### src/rtl/debounce_scan_ctrl.sv
// Multi-channel debouncer: shared tick prescaler, round-robin scan FSM, edge-event FIFO.
// Optional long-press events are built when DEBOUNCE_LONGPRESS_EN is defined.
module debounce_scan_ctrl #(
   parameter int unsigned N_CH         = 4,
   parameter int unsigned TICK_DIV     = 1000,
   parameter int unsigned STABLE_TICKS = 8,
   parameter int unsigned EVT_DEPTH    = 4,
   parameter int unsigned LONG_TICKS   = 500
) (
   input  logic                    clk_in,
   input  logic                    rst_n_in,
   input  logic                    en_in,
   input  logic [N_CH-1:0]         noisy_in,
   output logic [N_CH-1:0]         clean_out,
   output logic                    busy_out,
   output logic                    evt_valid_out,
   input  logic                    evt_ready_in,
   output logic [$clog2(N_CH)-1:0] evt_ch_out,
   output logic                    evt_rise_out,
   output logic                    evt_long_out,
   output logic                    ovf_out,
   input  logic                    ovf_clr_in
);

   localparam int unsigned CH_W = $clog2(N_CH);
   localparam int unsigned PW   = $clog2(TICK_DIV);
   localparam int unsigned AW   = $clog2(EVT_DEPTH);
   localparam int unsigned CW   = AW + 1;

   if (TICK_DIV <= N_CH + 1 || STABLE_TICKS < 2 || STABLE_TICKS > 255 ||
       LONG_TICKS < 1 || LONG_TICKS > 65535) begin : g_cfg_err
      $error("debounce_scan_ctrl: illegal parameter set");
   end

   typedef enum logic {S_IDLE, S_SCAN} state_t;

   typedef struct packed {
      logic [CH_W-1:0] ch;
      logic            rise;
      logic            long_evt;
   } evt_t;

   logic [N_CH-1:0] sync1_q, sync2_q;
   logic [PW-1:0]   presc_q, presc_d;
   logic            tick;
   state_t          state_q, state_d;
   logic [CH_W-1:0] ch_idx_q, ch_idx_d;
   logic            busy_q, busy_d;
   logic [N_CH-1:0] clean_q, clean_d;
   logic [7:0]      cnt_q [N_CH];
   logic [7:0]      cnt_d [N_CH];
`ifdef DEBOUNCE_LONGPRESS_EN
   logic [15:0]     hold_q [N_CH];
   logic [15:0]     hold_d [N_CH];
`endif
   logic            push;
   evt_t            push_evt;

   evt_t            mem_q [EVT_DEPTH];
   evt_t            mem_d [EVT_DEPTH];
   logic [AW-1:0]   wr_ptr_q, wr_ptr_d, rd_ptr_q, rd_ptr_d;
   logic [CW-1:0]   count_q, count_d;
   logic            valid_q, valid_d;
   evt_t            head_q, head_d;
   logic            ovf_q, ovf_d;
   logic            pop, full, wr_en;

   // Prescaler and scan sequencing; a started scan always runs to the last channel.
   always_comb begin
      tick     = en_in && (presc_q == PW'(TICK_DIV - 1));
      presc_d  = (!en_in || tick) ? '0 : presc_q + PW'(1);
      state_d  = state_q;
      ch_idx_d = ch_idx_q;
      case (state_q)
         S_IDLE: begin
            if (tick) begin
               state_d  = S_SCAN;
               ch_idx_d = '0;
            end
         end
         S_SCAN: begin
            if (ch_idx_q == CH_W'(N_CH - 1)) begin
               state_d  = S_IDLE;
               ch_idx_d = '0;
            end else begin
               ch_idx_d = ch_idx_q + CH_W'(1);
            end
         end
         default: state_d = S_IDLE;
      endcase
      busy_d = (state_d == S_SCAN);
   end

   // Service of the channel selected by ch_idx_q; at most one push per cycle.
   always_comb begin
      clean_d  = clean_q;
      cnt_d    = cnt_q;
      push     = 1'b0;
      push_evt = '0;
`ifdef DEBOUNCE_LONGPRESS_EN
      hold_d   = hold_q;
`endif
      if (state_q == S_SCAN) begin
         if (sync2_q[ch_idx_q] == clean_q[ch_idx_q]) begin
            cnt_d[ch_idx_q] = '0;
         end else if (cnt_q[ch_idx_q] == 8'(STABLE_TICKS - 1)) begin
            clean_d[ch_idx_q] = ~clean_q[ch_idx_q];
            cnt_d[ch_idx_q]   = '0;
            push              = 1'b1;
            push_evt.ch       = ch_idx_q;
            push_evt.rise     = ~clean_q[ch_idx_q];
         end else begin
            cnt_d[ch_idx_q] = cnt_q[ch_idx_q] + 8'd1;
         end
`ifdef DEBOUNCE_LONGPRESS_EN
         // Flip wins the push slot; hold saturates at LONG_TICKS so one long event per press.
         if (push || !clean_q[ch_idx_q]) begin
            hold_d[ch_idx_q] = '0;
         end else if (hold_q[ch_idx_q] != 16'(LONG_TICKS)) begin
            hold_d[ch_idx_q] = hold_q[ch_idx_q] + 16'd1;
            if (hold_q[ch_idx_q] == 16'(LONG_TICKS - 1)) begin
               push              = 1'b1;
               push_evt.ch       = ch_idx_q;
               push_evt.rise     = 1'b1;
               push_evt.long_evt = 1'b1;
            end
         end
`endif
      end
   end

   // Event FIFO; a full FIFO still accepts a push when the head pops in the same cycle.
   always_comb begin
      mem_d    = mem_q;
      wr_ptr_d = wr_ptr_q;
      rd_ptr_d = rd_ptr_q;
      ovf_d    = ovf_q;
      pop      = valid_q && evt_ready_in;
      full     = (count_q == CW'(EVT_DEPTH));
      wr_en    = push && (!full || pop);
      if (wr_en) begin
         mem_d[wr_ptr_q] = push_evt;
         wr_ptr_d        = wr_ptr_q + AW'(1);
      end
      if (pop) begin
         rd_ptr_d = rd_ptr_q + AW'(1);
      end
      count_d = count_q + CW'(wr_en) - CW'(pop);
      if (push && !wr_en) begin
         ovf_d = 1'b1;
      end else if (ovf_clr_in) begin
         ovf_d = 1'b0;
      end
      valid_d = (count_d != '0);
      head_d  = mem_d[rd_ptr_d];
   end

   always_ff @(posedge clk_in or negedge rst_n_in) begin
      if (!rst_n_in) begin
         sync1_q  <= '0;
         sync2_q  <= '0;
         presc_q  <= '0;
         state_q  <= S_IDLE;
         ch_idx_q <= '0;
         busy_q   <= 1'b0;
         clean_q  <= '0;
         for (int i = 0; i < int'(N_CH); i++) begin
            cnt_q[i] <= '0;
`ifdef DEBOUNCE_LONGPRESS_EN
            hold_q[i] <= '0;
`endif
         end
         for (int i = 0; i < int'(EVT_DEPTH); i++) begin
            mem_q[i] <= '0;
         end
         wr_ptr_q <= '0;
         rd_ptr_q <= '0;
         count_q  <= '0;
         valid_q  <= 1'b0;
         head_q   <= '0;
         ovf_q    <= 1'b0;
      end else begin
         sync1_q  <= noisy_in;
         sync2_q  <= sync1_q;
         presc_q  <= presc_d;
         state_q  <= state_d;
         ch_idx_q <= ch_idx_d;
         busy_q   <= busy_d;
         clean_q  <= clean_d;
         cnt_q    <= cnt_d;
`ifdef DEBOUNCE_LONGPRESS_EN
         hold_q   <= hold_d;
`endif
         mem_q    <= mem_d;
         wr_ptr_q <= wr_ptr_d;
         rd_ptr_q <= rd_ptr_d;
         count_q  <= count_d;
         valid_q  <= valid_d;
         head_q   <= head_d;
         ovf_q    <= ovf_d;
      end
   end

   assign clean_out     = clean_q;
   assign busy_out      = busy_q;
   assign evt_valid_out = valid_q;
   assign evt_ch_out    = head_q.ch;
   assign evt_rise_out  = head_q.rise;
   assign evt_long_out  = head_q.long_evt;
   assign ovf_out       = ovf_q;

endmodule
### config.mk
export PLATFORM = sky130hd
export DESIGN_NAME = debounce_scan_ctrl
export DESIGN_NICKNAME = d
export VERILOG_FILES = /design/src/rtl/debounce_scan_ctrl.sv
export SDC_FILE = /design/constraint.sdc
export NUM_CORES = 1
export LEC_CHECK = 0
export CORE_MARGIN = 2
export CORE_UTILIZATION = 60
export CTS_CLUSTER_DIAMETER = 30
export CTS_CLUSTER_SIZE = 16
export DETAILED_ROUTE_END_ITERATION = 12
export PLACE_DENSITY = 0.87
export SYNTH_ARGS = -nofsm -noshare
export SYNTH_HDL_FRONTEND = slang
export SYNTH_SLANG_ARGS = --single-unit
### constraint.sdc
create_clock -name clk_in -period 6.6 [get_ports clk_in]
set_clock_uncertainty 0.15 [all_clocks]
set_input_delay 1.65 -clock clk_in [delete_from_list [all_inputs] [get_ports clk_in]]
set_output_delay 1.65 -clock clk_in [all_outputs]
set_load 0.02 [all_outputs]
## Word level (Yosys, flattened, before mapping)

Cells that the tools add are included.

- Output and inout port bits: 11
- Flip-flop bits (word level): 86
- Input bits: 9
- Logic and storage cells: 111

- Bitwise operators: 8
- Equality and inequality tests: 6
- Reductions and logical operators: 15
- Add/subtract/negate cells: 7
- Mux-type cells: 38
- Order comparisons: 7

Operators by type and width:

| operator | number |
|---|---|
| $mux W32 | 2 |
| $and A32 B32 Y32 | 1 |
| $bwmux W32 | 1 |
| $not A32 Y32 | 1 |
| $mux W8 | 3 |
| $bmux W8 S2 | 1 |
| $bwmux W16 | 1 |
| $demux W8 S2 | 1 |
| $mux W16 | 1 |
| $mux W4 | 3 |
| $add A10 B1 Y10 const B | 1 |
| $eq A10 B10 Y1 const B | 1 |
| $mux W1 | 10 |
| $mux W10 | 1 |
| $ge A3 B3 Y1 const B | 3 |
| $mux W3 | 3 |
| $not A2 Y3 | 3 |
| $add A8 B1 Y8 const B | 1 |
| $bmux W4 S2 | 1 |
| $demux W4 S2 | 1 |
| $eq A8 B3 Y1 const B | 1 |
| $logic_and A1 B1 Y1 | 7 |
| $add A2 B1 Y2 const B | 3 |
| $lt A3 B1 Y1 const B | 2 |
| 20 further kinds | 28 |

## Depth between registers and ports, before layout

- Word-level depth: 13
- Mapped depth: 17
- Gate-level depth less buffers: 12

## Worst setup path after synthesis

OpenSTA, ideal clock, no wires.

- Kind: reg2reg
- Start: register ch_idx_q[0]
- End: register valid_q, in the netlist evt_valid_out
- Setup time: 0.131 ns
- Cell stages (with the launch flop): 18
- Required time: 6.319 ns
- Period minus slack after synthesis: 4.032 ns
- Path slack: 2.568 ns
- Path buffers: 5
- Arrival: 3.750 ns
- Cell sequence: dfrtp_1 > buf_6 > clkbuf_1 > mux4_2 > ha_1 > and2_1 > and4_4 > and2_1 > buf_6 > buf_6 > buf_4 > nand2_1 > nand2_1 > ha_1 > fa_1 > xnor2_1 > xnor2_1 > or3_1

- Longest elaborated chain between the ends: 12
- Elaborated cells between the ends (all ways): 17
- Those cells by class: add/sub: 2; eq/ne: 2; mux: 10; bitwise: 1; reduce/logical: 2

Ends and longest elaborated chain:

| element | RTL line | RTL |
|---|---|---|
| from (decl) | 47 | `logic [CH_W-1:0] ch_idx_q, ch_idx_d;` |
| from (signal assigned) | 187 | `ch_idx_q <= ch_idx_d;` |
| $not A2 Y3 (implied by the code) | 106 | `end else if (cnt_q[ch_idx_q] == 8'(STABLE_TICKS - 1)) begin` |
| $bmux W8 S2 | 106 |  |
| $mux W8 (implied by the code) (2 in a row) | 106 |  |
| $eq A8 B3 Y1 | 106 |  |
| $mux W1 | 106 |  |
| $mux W1 * | 104 | `if (sync2_q[ch_idx_q] == clean_q[ch_idx_q]) begin` |
| $mux W1 * | 103 | `if (state_q == S_SCAN) begin` |
| $logic_and A1 B1 Y1 * | 140 | `wr_en = push && (!full \|\| pop);` |
| $add A3 B1 Y3 * | 148 | `count_d = count_q + CW'(wr_en) - CW'(pop);` |
| $sub A3 B1 Y3 * | 148 |  |
| net count_d[2] | 62 | `logic [CW-1:0] count_q, count_d;` |
| $reduce_bool A3 Y1 * | 154 | `valid_d = (count_d != '0);` |
| net valid_d | 63 | `logic valid_q, valid_d;` |
| to (signal assigned) | 198 | `valid_q <= valid_d;` |
| to (decl) | 63 |  |

Mark *: on every way through the listed nets, which the timed path passes. The rest lies on a longest branch. The select of a mux whose other input is x is not followed.
A chain may end at the register's enable or synchronous reset.

## Worst setup path after layout

- Start: input evt_ready_in
- End: register valid_q, in the netlist evt_valid_out

- Longest elaborated chain between the ends: 6

Ends and longest elaborated chain:

| element | RTL line | RTL |
|---|---|---|
| from (decl) | 17 | `input logic evt_ready_in,` |
| $logic_and A1 B1 Y1 * | 138 | `pop = valid_q && evt_ready_in;` |
| $logic_or A1 B1 Y1 | 140 |  |
| $logic_and A1 B1 Y1 | 140 |  |
| $add A3 B1 Y3 | 148 |  |
| $sub A3 B1 Y3 * | 148 |  |
| net count_d[1] | 62 |  |
| $reduce_bool A3 Y1 * | 154 |  |
| net valid_d | 63 |  |

Mark *: on every way through the listed nets, which the timed path passes. The rest lies on a longest branch.

==> impl_metrics.csv <==
group,metric,value,unit
outcome,run_status,"finished clean",
final_layout,most_common_library_cell_in_the_layout_ignoring_fill_and_taps,"dfrtp_1",
global_routing,total_gr_overflow,0,
power_and_ir_drop,power_per_cell_area,267.8,mW/mm2
timing,finalMaxSlewViolations,0,
cts,cts-resized-gates,0,
synthesis,netlist_area,0.003994,mm2
cts,htreeDepth,3,
floorplan,die_width,85.59,um
synthesis,yosysUniqueCellTypes,39,
floorplan,row_count,29,
timing,post-route-period-util,69.54,%
global_routing,grt_antenna_before_repair,0,
power_and_ir_drop,switching_share,28.77,%
synthesis,synth_largest_type_area_fraction,53.88,%
power_and_ir_drop,vdd.ir_drop.worst,201.4,uV
drt,routedWlPerCell,17.21,um
synthesis,async_reset_ff_share,100.0,%
floorplan,floorplan.io_pins,20,
cts,clkLatencyLatePin,0.36,ns
synthesis,postSynthAreaPerCell,11.75,um2
place,dp_hpwl,4809,um
synthesis,synth-seq-cells,86,
global_routing,grt_pass1_vias,2654,
cts,cts_hold_buffers,0,
global_routing,grt_max_degree,87,
place,place_congestion,0.7980,
worst_setup_path,setup.worst_path.class,"primary input to flop",
final_layout,antenna-diode-count,0,
drt,detail_route.first_pass.iterations,4,
timing,period_minus_slack,4.590,ns
power_and_ir_drop,clockPowerShare,32.5,%
synthesis,synth_largest_area_cell,"dfrtp_1",
timing,post_route_setup_tns,0,ns
timing,fin_hold_ws,0.2086,ns
worst_setup_path,cp-end-kind,"flop",
cts,cts_sinks,86,
global_routing,global_route_wire_length_before_repair,12850,um
cts,clk_pin_slew_worst_paths,0.09,ns
cts,tritoncts,"built",
timing,hold_violations,0,
synthesis,synth.net_count,361,
drt,finalWirelength,7452,um
drt,routed-via-count,2671,
floorplan,dieArea,0.007325,mm2
global_routing,global_router_s_overall_resource_usage,22.69,%
synthesis,post_synth_main_area_contributors,"dfrtp_1, mux4_2, mux2_2, nand2_1, ha_1",
floorplan,fp.coreArea,0.006386,mm2
floorplan,start_util,62.54,%
cts,post-cts-setup-buffer-count,0,
cts,cts-root-to-sink-buffers,2,
synthesis,yosysWarnings,0,
final_layout,post_route_cells_drive_above_1_share,14.33,%
power_and_ir_drop,pwr-share-comb,18.7,%
final_layout,design.final.nets,372,
final_layout,synth_to_layout_area_growth,9.743,%
cts,clock_tree.root_cell,"clkbuf_8",
synthesis,synth_enable_flop_cells,0,
final_layout,nFillCells,431,
drt,drc_viols,0,
worst_setup_path,cp_data_arrival_time,4.68,ns
drt,detail_route.vias_per_cell,6.169,
worst_setup_path,crit_path_max_fanout,25,
timing,clock.fmax,217.9,MHz
min_path,hold_path_class,"flop to flop",
drt,initialDrtViolationCount,278,
floorplan,die_h,85.59,um
cts,numCtsBuffers,9,
synthesis,post_synth_inst_count,340,
final_layout,layout_common_cells,"dfrtp_1, nand2_1, o31ai_1, clkdlybuf4s50_1, mux2_2",
timing,worst_pin_slew,1.014,ns
worst_setup_path,startpoint_type,"primary input",
timing,slew-limit-headroom,32.43,%
synthesis,synth.yosys.seq_area_share,53.88,%
power_and_ir_drop,net-switching-power,0.3377,mW
drt,drtAntennaViolNets,0,
power_and_ir_drop,leakage,1.946,nW
synthesis,synth_top_flop_cell,"dfrtp_1",
power_and_ir_drop,seqPwrFrac,48.8,%
timing,setup_repair_after_global_routing_missed_its_margin,"no",
worst_setup_path,critical_path_required,6.69,ns
power_and_ir_drop,internal_power,0.8362,mW
place,place.port_buffers,19,
timing,timing.final.setup_violations,0,
flow_run,maxCapViolations,0,
-- flip-flops by register name, summed over array words and instances, names as in the netlist --
signal / flops
count_q: 3
evt_long_out: 1
evt_valid_out: 1
ch_idx_q: 2
rd_ptr_q: 2
mem_q: 16
evt_ch_out: 2
cnt_q: 32
wr_ptr_q: 2
busy_out: 1
ovf_out: 1
evt_rise_out: 1
sync1_q: 4
presc_q: 10
sync2_q: 4
clean_out: 4
-- power by group through the flow --
stage | clock (mW) | combinational (mW) | sequential (mW)
finish | 0.381 | 0.219 | 0.573
global route | 0.404 | 0.245 | 0.576
CTS | 0.385 | 0.220 | 0.574
detailed placement | 0 | 0.213 | 0.583
global placement | 0 | 0.206 | 0.582
floorplan | 0 | 0.139 | 0.591
-- stage by stage --
stage	power, mW	utilization [%]	std cells	setup WS [ns]	cell area [um2]
5_1_grt	1.225	68.63	433	1.702	4383
4_1_cts	1.178	68.63	433	2.032	4383
2_1_floorplan	0.7298	-	340	2.568	3994
3_5_place_dp	0.7968	65.38	417	1.683	4175
6_report	1.174	68.63	433	2.010	4383
3_3_place_gp	0.7885	65.38	417	1.798	4175
-- per-layer routing --
metal | share of wire [%] | track usage [%]
met5 | 0 | 0
met4 | 1.5 | 9.524
met3 | 3.9 | 3.657
met2 | 50 | 36.08
met1 | 45 | 31.58
-- critical path, cell delays in order --
cell and delay, ns:
clkdlybuf4s50_1 0.50, nand2_1 0.12, a31oi_1 0.42, and2_1 0.78, nand2_1 0.12, nand2_1 0.10
ha_1 0.17, fa_1 0.44, or3_1 0.38
-- cell families after synthesis --
logic type,share of synthesized area [%]
AND/OR/NAND/NOR,10.84
AO/OA/AOI/OAI,12.37
flip-flops,53.88
XOR/XNOR,3.728
multiplexers,11.43
buffers and inverters,3.791
adder cells (fa/ha/maj),3.947
-- cell type report --
class	instances	area, um2	area share, %
clock inverters	6	70.07	1.599
inverters	11	41.29	0.9421
flip-flops and latches	86	2152	49.10
repair buffers	20	195.2	4.453
clock buffers	10	137.6	3.140
well taps	77	96.34	2.198
multi-input cells	223	1690	38.57
-- final timing paths --
check                             startpoint            end  slack, ns  cells after the start
max in group asynchronous           rst_n_in      mem_q[12]       4.34                      1
worst min-delay path              sync1_q[0]     sync2_q[0]       0.21                      0
worst min register to register    sync1_q[0]     sync2_q[0]       0.21                      0
worst max-delay path            evt_ready_in  evt_valid_out       2.01                      9
worst max register to register   ch_idx_q[0]  evt_valid_out       2.07                     10
min in group asynchronous           rst_n_in     sync2_q[2]       1.32                      1
-- Yosys cell counts (4+ instances only) --
cell      count
and3_1        4
a31oi_1       8
ha_1         11
inv_1        10
mux2_2       17
clkbuf_1     10
nand3_1       7
buf_2         4
xnor2_1       7
o31ai_1      18
and2_1        6
a21oi_1      13
o21ai_0      13
dfrtp_1      86
a211oi_1      9
nand2_1      42
nor2_1       14
nand4_1       7
or3_1         4
mux4_2        9
xor2_1       10
Note: power is estimated with default switching activity, not from simulation.
